[src/rtl/counter_3_bit_ctrl.sv]
// counter_3_bit_ctrl: start/stop run controller around a WIDTH-bit up/down counter with terminal count,
// auto-reload, done pulse and saturating run tally. Define COUNTER_CTRL_PAUSE_EN to enable pause/HOLD.
module counter_3_bit_ctrl #(
    parameter int WIDTH  = 3,
    parameter int RUNS_W = 8
) (
    input  logic              i_clk,
    input  logic              i_rst_n,
    input  logic              i_start,
    input  logic              i_stop,
    input  logic              i_pause,
    input  logic [WIDTH-1:0]  i_term,
    input  logic              i_down,
    input  logic              i_reload,
    output logic [WIDTH-1:0]  o_count,
    output logic              o_busy,
    output logic              o_done,
    output logic [RUNS_W-1:0] o_runs
);
    localparam logic [WIDTH-1:0]  CNT_ONE  = WIDTH'(1);
    localparam logic [RUNS_W-1:0] RUNS_ONE = RUNS_W'(1);

    typedef enum logic [1:0] {IDLE, RUN, HOLD, DONE} state_t;

    state_t              r_state, w_state_nxt;
    logic [WIDTH-1:0]    r_count, w_count_nxt;
    logic [WIDTH-1:0]    r_term, w_term_nxt;
    logic                r_down, w_down_nxt;
    logic                r_reload, w_reload_nxt;
    logic                r_done, w_done_nxt;
    logic                r_busy, w_busy_nxt;
    logic [RUNS_W-1:0]   r_runs, w_runs_nxt;
    logic                w_at_end;
    logic [WIDTH-1:0]    w_step;
    logic [WIDTH-1:0]    w_restart;
    logic [RUNS_W-1:0]   w_runs_inc;

`ifndef COUNTER_CTRL_PAUSE_EN
    logic w_unused_pause;
    assign w_unused_pause = i_pause;
`endif

    // end value is term when counting up, zero when counting down
    assign w_at_end   = r_count == (r_down ? '0 : r_term);
    assign w_step     = r_down ? r_count - CNT_ONE : r_count + CNT_ONE;
    assign w_restart  = r_down ? r_term : '0;
    assign w_runs_inc = &r_runs ? r_runs : r_runs + RUNS_ONE;
    assign w_busy_nxt = (w_state_nxt == RUN) || (w_state_nxt == HOLD);

    always_ff @(posedge i_clk or negedge i_rst_n) begin
        if (!i_rst_n) begin
            r_state  <= IDLE;
            r_count  <= '0;
            r_term   <= '0;
            r_down   <= 1'b0;
            r_reload <= 1'b0;
            r_done   <= 1'b0;
            r_busy   <= 1'b0;
            r_runs   <= '0;
        end else begin
            r_state  <= w_state_nxt;
            r_count  <= w_count_nxt;
            r_term   <= w_term_nxt;
            r_down   <= w_down_nxt;
            r_reload <= w_reload_nxt;
            r_done   <= w_done_nxt;
            r_busy   <= w_busy_nxt;
            r_runs   <= w_runs_nxt;
        end
    end

    always_comb begin
        w_state_nxt  = r_state;
        w_count_nxt  = r_count;
        w_term_nxt   = r_term;
        w_down_nxt   = r_down;
        w_reload_nxt = r_reload;
        w_runs_nxt   = r_runs;
        w_done_nxt   = 1'b0;
        case (r_state)
            IDLE, DONE: begin
                if (i_start) begin
                    w_state_nxt  = RUN;
                    w_term_nxt   = i_term;
                    w_down_nxt   = i_down;
                    w_reload_nxt = i_reload;
                    w_count_nxt  = i_down ? i_term : '0;
                    w_runs_nxt   = '0;
                end else begin
                    w_state_nxt = IDLE;
                end
            end
`ifdef COUNTER_CTRL_PAUSE_EN
            RUN, HOLD: begin
`else
            RUN: begin
`endif
                if (i_stop) begin
                    w_state_nxt = IDLE;
                    w_count_nxt = '0;
                end else if (w_at_end) begin
                    w_done_nxt  = 1'b1;
                    w_runs_nxt  = w_runs_inc;
                    w_state_nxt = r_reload ? RUN : DONE;
                    w_count_nxt = r_reload ? w_restart : r_count;
`ifdef COUNTER_CTRL_PAUSE_EN
                end else if (i_pause) begin
                    w_state_nxt = HOLD;
`endif
                end else begin
                    w_state_nxt = RUN;
                    w_count_nxt = w_step;
                end
            end
            default: w_state_nxt = IDLE;
        endcase
    end

    assign o_count = r_count;
    assign o_busy  = r_busy;
    assign o_done  = r_done;
    assign o_runs  = r_runs;
endmodule
[config.mk]
export PLATFORM = sky130hd
export DESIGN_NAME = counter_3_bit_ctrl
export DESIGN_NICKNAME = d
export VERILOG_FILES = /design/src/rtl/counter_3_bit_ctrl.sv
export SDC_FILE = /design/constraint.sdc
export NUM_CORES = 1
export LEC_CHECK = 0
export CAP_MARGIN = 10
export CORE_AREA = 2 2 48 50
export DETAILED_ROUTE_END_ITERATION = 12
export DIE_AREA = 0 0 50 52
export DONT_BUFFER_PORTS = 1
export PLACE_DENSITY = 0.76
export RECOVER_POWER = 25
export SYNTH_ARGS = -nofsm -noshare
export SYNTH_HDL_FRONTEND = slang
export SYNTH_SLANG_ARGS = --single-unit
[constraint.sdc]
create_clock -name i_clk -period 6 [get_ports i_clk]
set_input_delay 0.3 -clock i_clk [delete_from_list [all_inputs] [get_ports i_clk]]
set_output_delay 0.3 -clock i_clk [all_outputs]
set_load 0.03 [all_outputs]
# Yosys cells after proc, flatten, opt, wreduce, memory -nomap -nowiden
# Index checks and enable logic that the tools add are counted.
op_classes:
  reduce_logical: 8
  mux: 22
  n_addsub: 3
  n_eq_ne: 10
op_table:
  columns: ["op", "count"]
  rows:
  - ["$mux W8", 4]
  - ["$mux W3", 8]
  - ["$pmux W8 S2", 1]
  - ["$add A8 B1 Y8 const B", 1]
  - ["$ne A2 B2 Y1 const B", 4]
  - ["$reduce_and A8 Y1", 1]
  - ["$mux W2", 3]
  - ["$pmux W3 S2", 1]
  - ["$reduce_and A5 Y1", 1]
  - ["$eq A2 B1 Y1 const B", 2]
  - ["$eq A2 B2 Y1 const B", 2]
  - ["$mux W1", 4]
  - ["$ne A4 B4 Y1 const B", 1]
  - ["$pmux W2 S2", 1]
  - ["$add A3 B1 Y3 const B", 1]
  - ["$eq A3 B3 Y1", 1]
  - ["$reduce_and A3 Y1", 1]
  - ["$sub A3 B1 Y3 const B", 1]
  - ["$logic_not A2 Y1", 1]
  - ["$reduce_and A2 Y1", 1]
  - ["$reduce_bool A2 Y1", 1]
  - ["$reduce_or A2 Y1", 1]
  - ["$logic_or A1 B1 Y1", 1]
word_totals:
  input_bits: 10
  word_cells: 51
  ff_bits: 20
  out_inout_bits: 13

# Depth between registers and ports, before layout
depth:
  depth_word: 7
  depth_mapped: 8

# Worst setup path before layout
# OpenSTA, ideal clock, no wires.
synth_path:
  path_kind: "flip-flop to flip-flop"
  startpoint: "register r_count[2], in the netlist o_count[2]"
  endpoint: "register r_runs[1], in the netlist o_runs[1]"
  t_arrival_ns: 2.013
  path_stages_with_launch: 8
  path_slack_ns: 3.856
  cell_sequence: "dfrtp_1 -> buf_6 -> nand2_2 -> or4_4 -> o211a_4 -> nor3_4 -> mux2i_1 -> o22ai_2"
synth_between:
  elab_chain_len: 3
synth_rtl:
  columns: ["element", "line_no", "rtl"]
  rows:
  - ["start, declared", "26", "logic [WIDTH-1:0] r_count, w_count_nxt;"]
  - ["start signal, assigned", "62", "r_count <= w_count_nxt;"]
  - ["$eq A3 B3 Y1", "44", "assign w_at_end = r_count == (r_down ? '0 : r_term);"]
  - ["$ne A2 B2 Y1 (no line)", null, null]
  - ["$reduce_and A5 Y1 (no line)", null, null]
  - ["end signal, assigned", "68", "r_runs <= w_runs_nxt;"]
  - ["end, declared", "32", "logic [RUNS_W-1:0] r_runs, w_runs_nxt;"]
# Every way passes these cells.
# A chain may end at the register's enable or synchronous reset.

# Final worst setup path
layout_path:
  startpoint: "register r_state[1]"
  endpoint: "register r_runs[1], in the netlist o_runs[1]"
layout_between:
  elab_chain_len: 4
  elab_cells_between_ends: 11
  classes_between: "6 x eq/ne; 1 x mux; 4 x reduce/logical"
layout_rtl:
  columns: ["element", "line_no", "rtl"]
  rows:
  - ["start, declared", "25", "state_t r_state, w_state_nxt;"]
  - ["start signal, assigned", "61", "r_state <= w_state_nxt;"]
  - ["$eq A2 B2 Y1 / $logic_not A2 Y1 (equally long branches)", "80", "case (r_state)"]
  - ["$reduce_or A2 Y1", "80", null]
  - ["$ne A2 B2 Y1 (no line) / $reduce_bool A2 Y1 (equally long branches)", null, null]
  - ["$reduce_and A5 Y1 (no line)", null, null]
# Several ways; a longest one is shown, not always the timed one.

==> results.yml <==
detailed_routing:
  drc: 0
  dr.pass1.iters: 4
  drt_wl_total_mm: 2.24
  via_per_inst: 6.25
  ant_nets: 0
  vias: 863
  first_iter_violations: 9
  wl_per_cell_um: 16.2
floorplan:
  die-area_sq_um: 2600
  initial_core_util_pct: 57.8
  die_w_um: 50
  ios: 23
  rows: 17
  coreArea_sq_um: 2110
  fp.dieH_um: 52
sta:
  layout_min_cycle_time_ps: 2280
  fmax_ghz: 0.438
  rsz0062_at_grt: "no"
  period_share_pct: 38.0
  fin_ws_ps: 3720
  setup-tns-final_ps: 0
  finalSetupViolCount: 0
  finalMaxSlewViolations: 0
  hold_violations: 0
  hold_ws_ps: 147
  skew_ps: 6.19
  worst_slew_pin_slew_ps: 875
  max_slew_margin_pct: 41.4
clock_network:
  worst_setup_hold_path_clk_slew_ps: 110
  cts_tree: "built"
  cts.sinks: 20
  root_buffer: "clkbuf_4"
  worstSkewPairLatency_ps: 290
  ctsHtreeMaxLevel: 1
  cts_made_buffers: 3
  clock_path_buffers: 2
  post-cts-setup-buffers: 0
global_routing:
  grt_max_degree: 21
  antenna_found_initial: 0
  grt_pass1_vias: 888
  overflow: 0
  grt_pass1_wl_mm: 3.82
  grtUsageTotal_pct: 19.6
critical_path:
  crit_type: "flop to flop"
  slowest_delay_ps: 460
  crit_arrival_ps: 2470
  crit_family: "simple AND/OR/NAND/NOR gates"
  path_common_cell: "inv_1"
  worst-path-buf-inv: 2
  cp_max_fo: 10
  crit_path_top_delay_cell: "nor3_4"
  critPathLaunchType: "flop"
  crit_required_ps: 6180
  cp-end-kind: "flop"
  critical_path.cell_chain: "inv_1 -> ha_1 -> inv_1 -> nor2_1 -> nand2_1 -> nor3_4 -> mux2i_1 -> o22ai_2"
min_path:
  hold_class: "primary input to flop"
run_status:
  status: "finished, final reports clean"
placement:
  gp_congestion: 0.819
  pre_cts_ws_ps: 3700
  portBuffers: 0
  dp_hpwl_mm: 1.72
power_and_ir_drop:
  vdd_drop_max_uv: 279
  p_leak_nw: 0.543
  powerDensity_nw_per_um2: 514
synthesis:
  yosysWarnings: 0
  synth_edf_count: 0
  synthesis.nets: 123
  ys_seq_area_share_pct: 41.2
  avgSynthCellArea_sq_um: 11.2
  postSynthCellCount: 109
  ys_ff_latch: 20
  syn_area_sq_um: 1220
  synth_ff_type: "dfrtp_1"
  synthArstFlopShare_pct: 100
  ys_types: 45
cells_and_area:
  area_growth_pct: 3.91
  nets: 126
  antenna_cells: 0
  final_common_cell: "dfrtp_1"
  fillers: 178
  layout_common_cells: "dfrtp_1 (20), mux2_2 (8), nand2_1 (7), a31oi_1 (7), nor2_1 (6)"
  layout-drive-gt1-share_pct: 21.8
run:
  maxCapViolCount: 0
[timing repair]
| item | CTS | global route |
|---|---|---|
| hold buffers | 1 | 0 |
| setup endpoints to repair | 0 | 0 |
| hold endpoints to repair | 20 | 0 |
| resized for setup | 0 | 0 |
[cell usage after synthesis (2+ instances only)]
| cell type | number | area [sq um] |
|---|---|---|
| dfrtp_1 | 20 | 500 |
| mux2_2 | 8 | 90.1 |
| a31oi_1 | 7 | 43.8 |
| nand2_1 | 7 | 26.3 |
| nor2_1 | 6 | 22.5 |
| a21oi_1 | 4 | 20.0 |
| inv_1 | 4 | 15.0 |
| ha_1 | 3 | 37.5 |
| nor2b_1 | 3 | 18.8 |
| o21ai_0 | 3 | 15.0 |
| xnor2_1 | 3 | 26.3 |
| xor2_1 | 3 | 26.3 |
| a21o_2 | 2 | 17.5 |
| mux2i_1 | 2 | 20.0 |
| nand2b_1 | 2 | 12.5 |
| nor3_4 | 2 | 32.5 |
| o31ai_1 | 2 | 15.0 |
[worst reg2reg max path: stages, from the launching register on]
cell and delay [ps]:
dfrtp_1 390, inv_1 60, ha_1 200, inv_1 160
nor2_1 230, nand2_1 300, nor3_4 470, mux2i_1 260
o22ai_2 100
[through the flow]
stage	instances	area, sq um	power, mW	utilization, %
6_report	138	1260	0.649	60.0
5_1_grt	138	1260	0.698	60.0
4_1_cts	138	1260	0.654	60.0
3_5_place_dp	134	1230	0.588	58.5
3_3_place_gp	134	1230	0.575	58.5
2_1_floorplan	109	1220	0.538	-
[cells by family after synthesis]
group	Yosys count	share of synthesized area [%]
AND/OR/NAND/NOR	32	18.0
AO/OA/AOI/OAI	30	19.9
flip-flops	20	41.2
multiplexers	10	9.05
buffers and inverters	7	2.88
XOR/XNOR	6	4.32
adder cells (fa/ha/maj)	4	4.73
[power by group]
group | internal [mW] | leakage (nW) | total [mW] | switching [mW]
clock network | 0.0234 | 0.0138 | 0.0619 | 0.0386
registers | 0.178 | 0.258 | 0.290 | 0.112
logic | 0.142 | 0.271 | 0.297 | 0.155
[state kept, by name, summed over array words and instances, names as in the netlist]
register  flops
r_down        1
o_runs        8
o_count       3
r_term        3
r_state       2
r_reload      1
o_done        1
o_busy        1
[worst paths after layout]
| path | slack, ps | start | end | cells past startpoint |
|---|---|---|---|---|
| setup / recovery | 3720 | r_state[1] | o_runs[1] | 8 |
| hold / removal | 150 | i_term[1] | r_term[1] | 1 |
| setup reg to reg | 3720 | r_state[1] | o_runs[1] | 8 |
| hold reg to reg | 520 | r_reload | r_state[1] | 1 |
| max in group asynchronous | 4910 | i_rst_n | r_term[2] | 1 |
| min in group asynchronous | 560 | i_rst_n | o_runs[5] | 1 |
[final cells by class]
cell class	count	area, sq um	area share (%)
Clock buffer	3	22.5	1.78
Inverter	4	15.0	1.19
Multi-Input combinational cell	82	681	53.9
Sequential cell	20	500	39.6
Tap cell	28	35.0	2.77
Timing Repair Buffer	1	10.0	0.792
[routing by layer]
layer	GRT usage, %	wire (um)	up-vias
li1	-	-	409
met1	21.6	918	427
met2	35.1	1180	23
met3	5.75	124	4
met4	7.87	17	0
met5	0	0	-
Note: power is estimated with default switching activity, not from simulation.
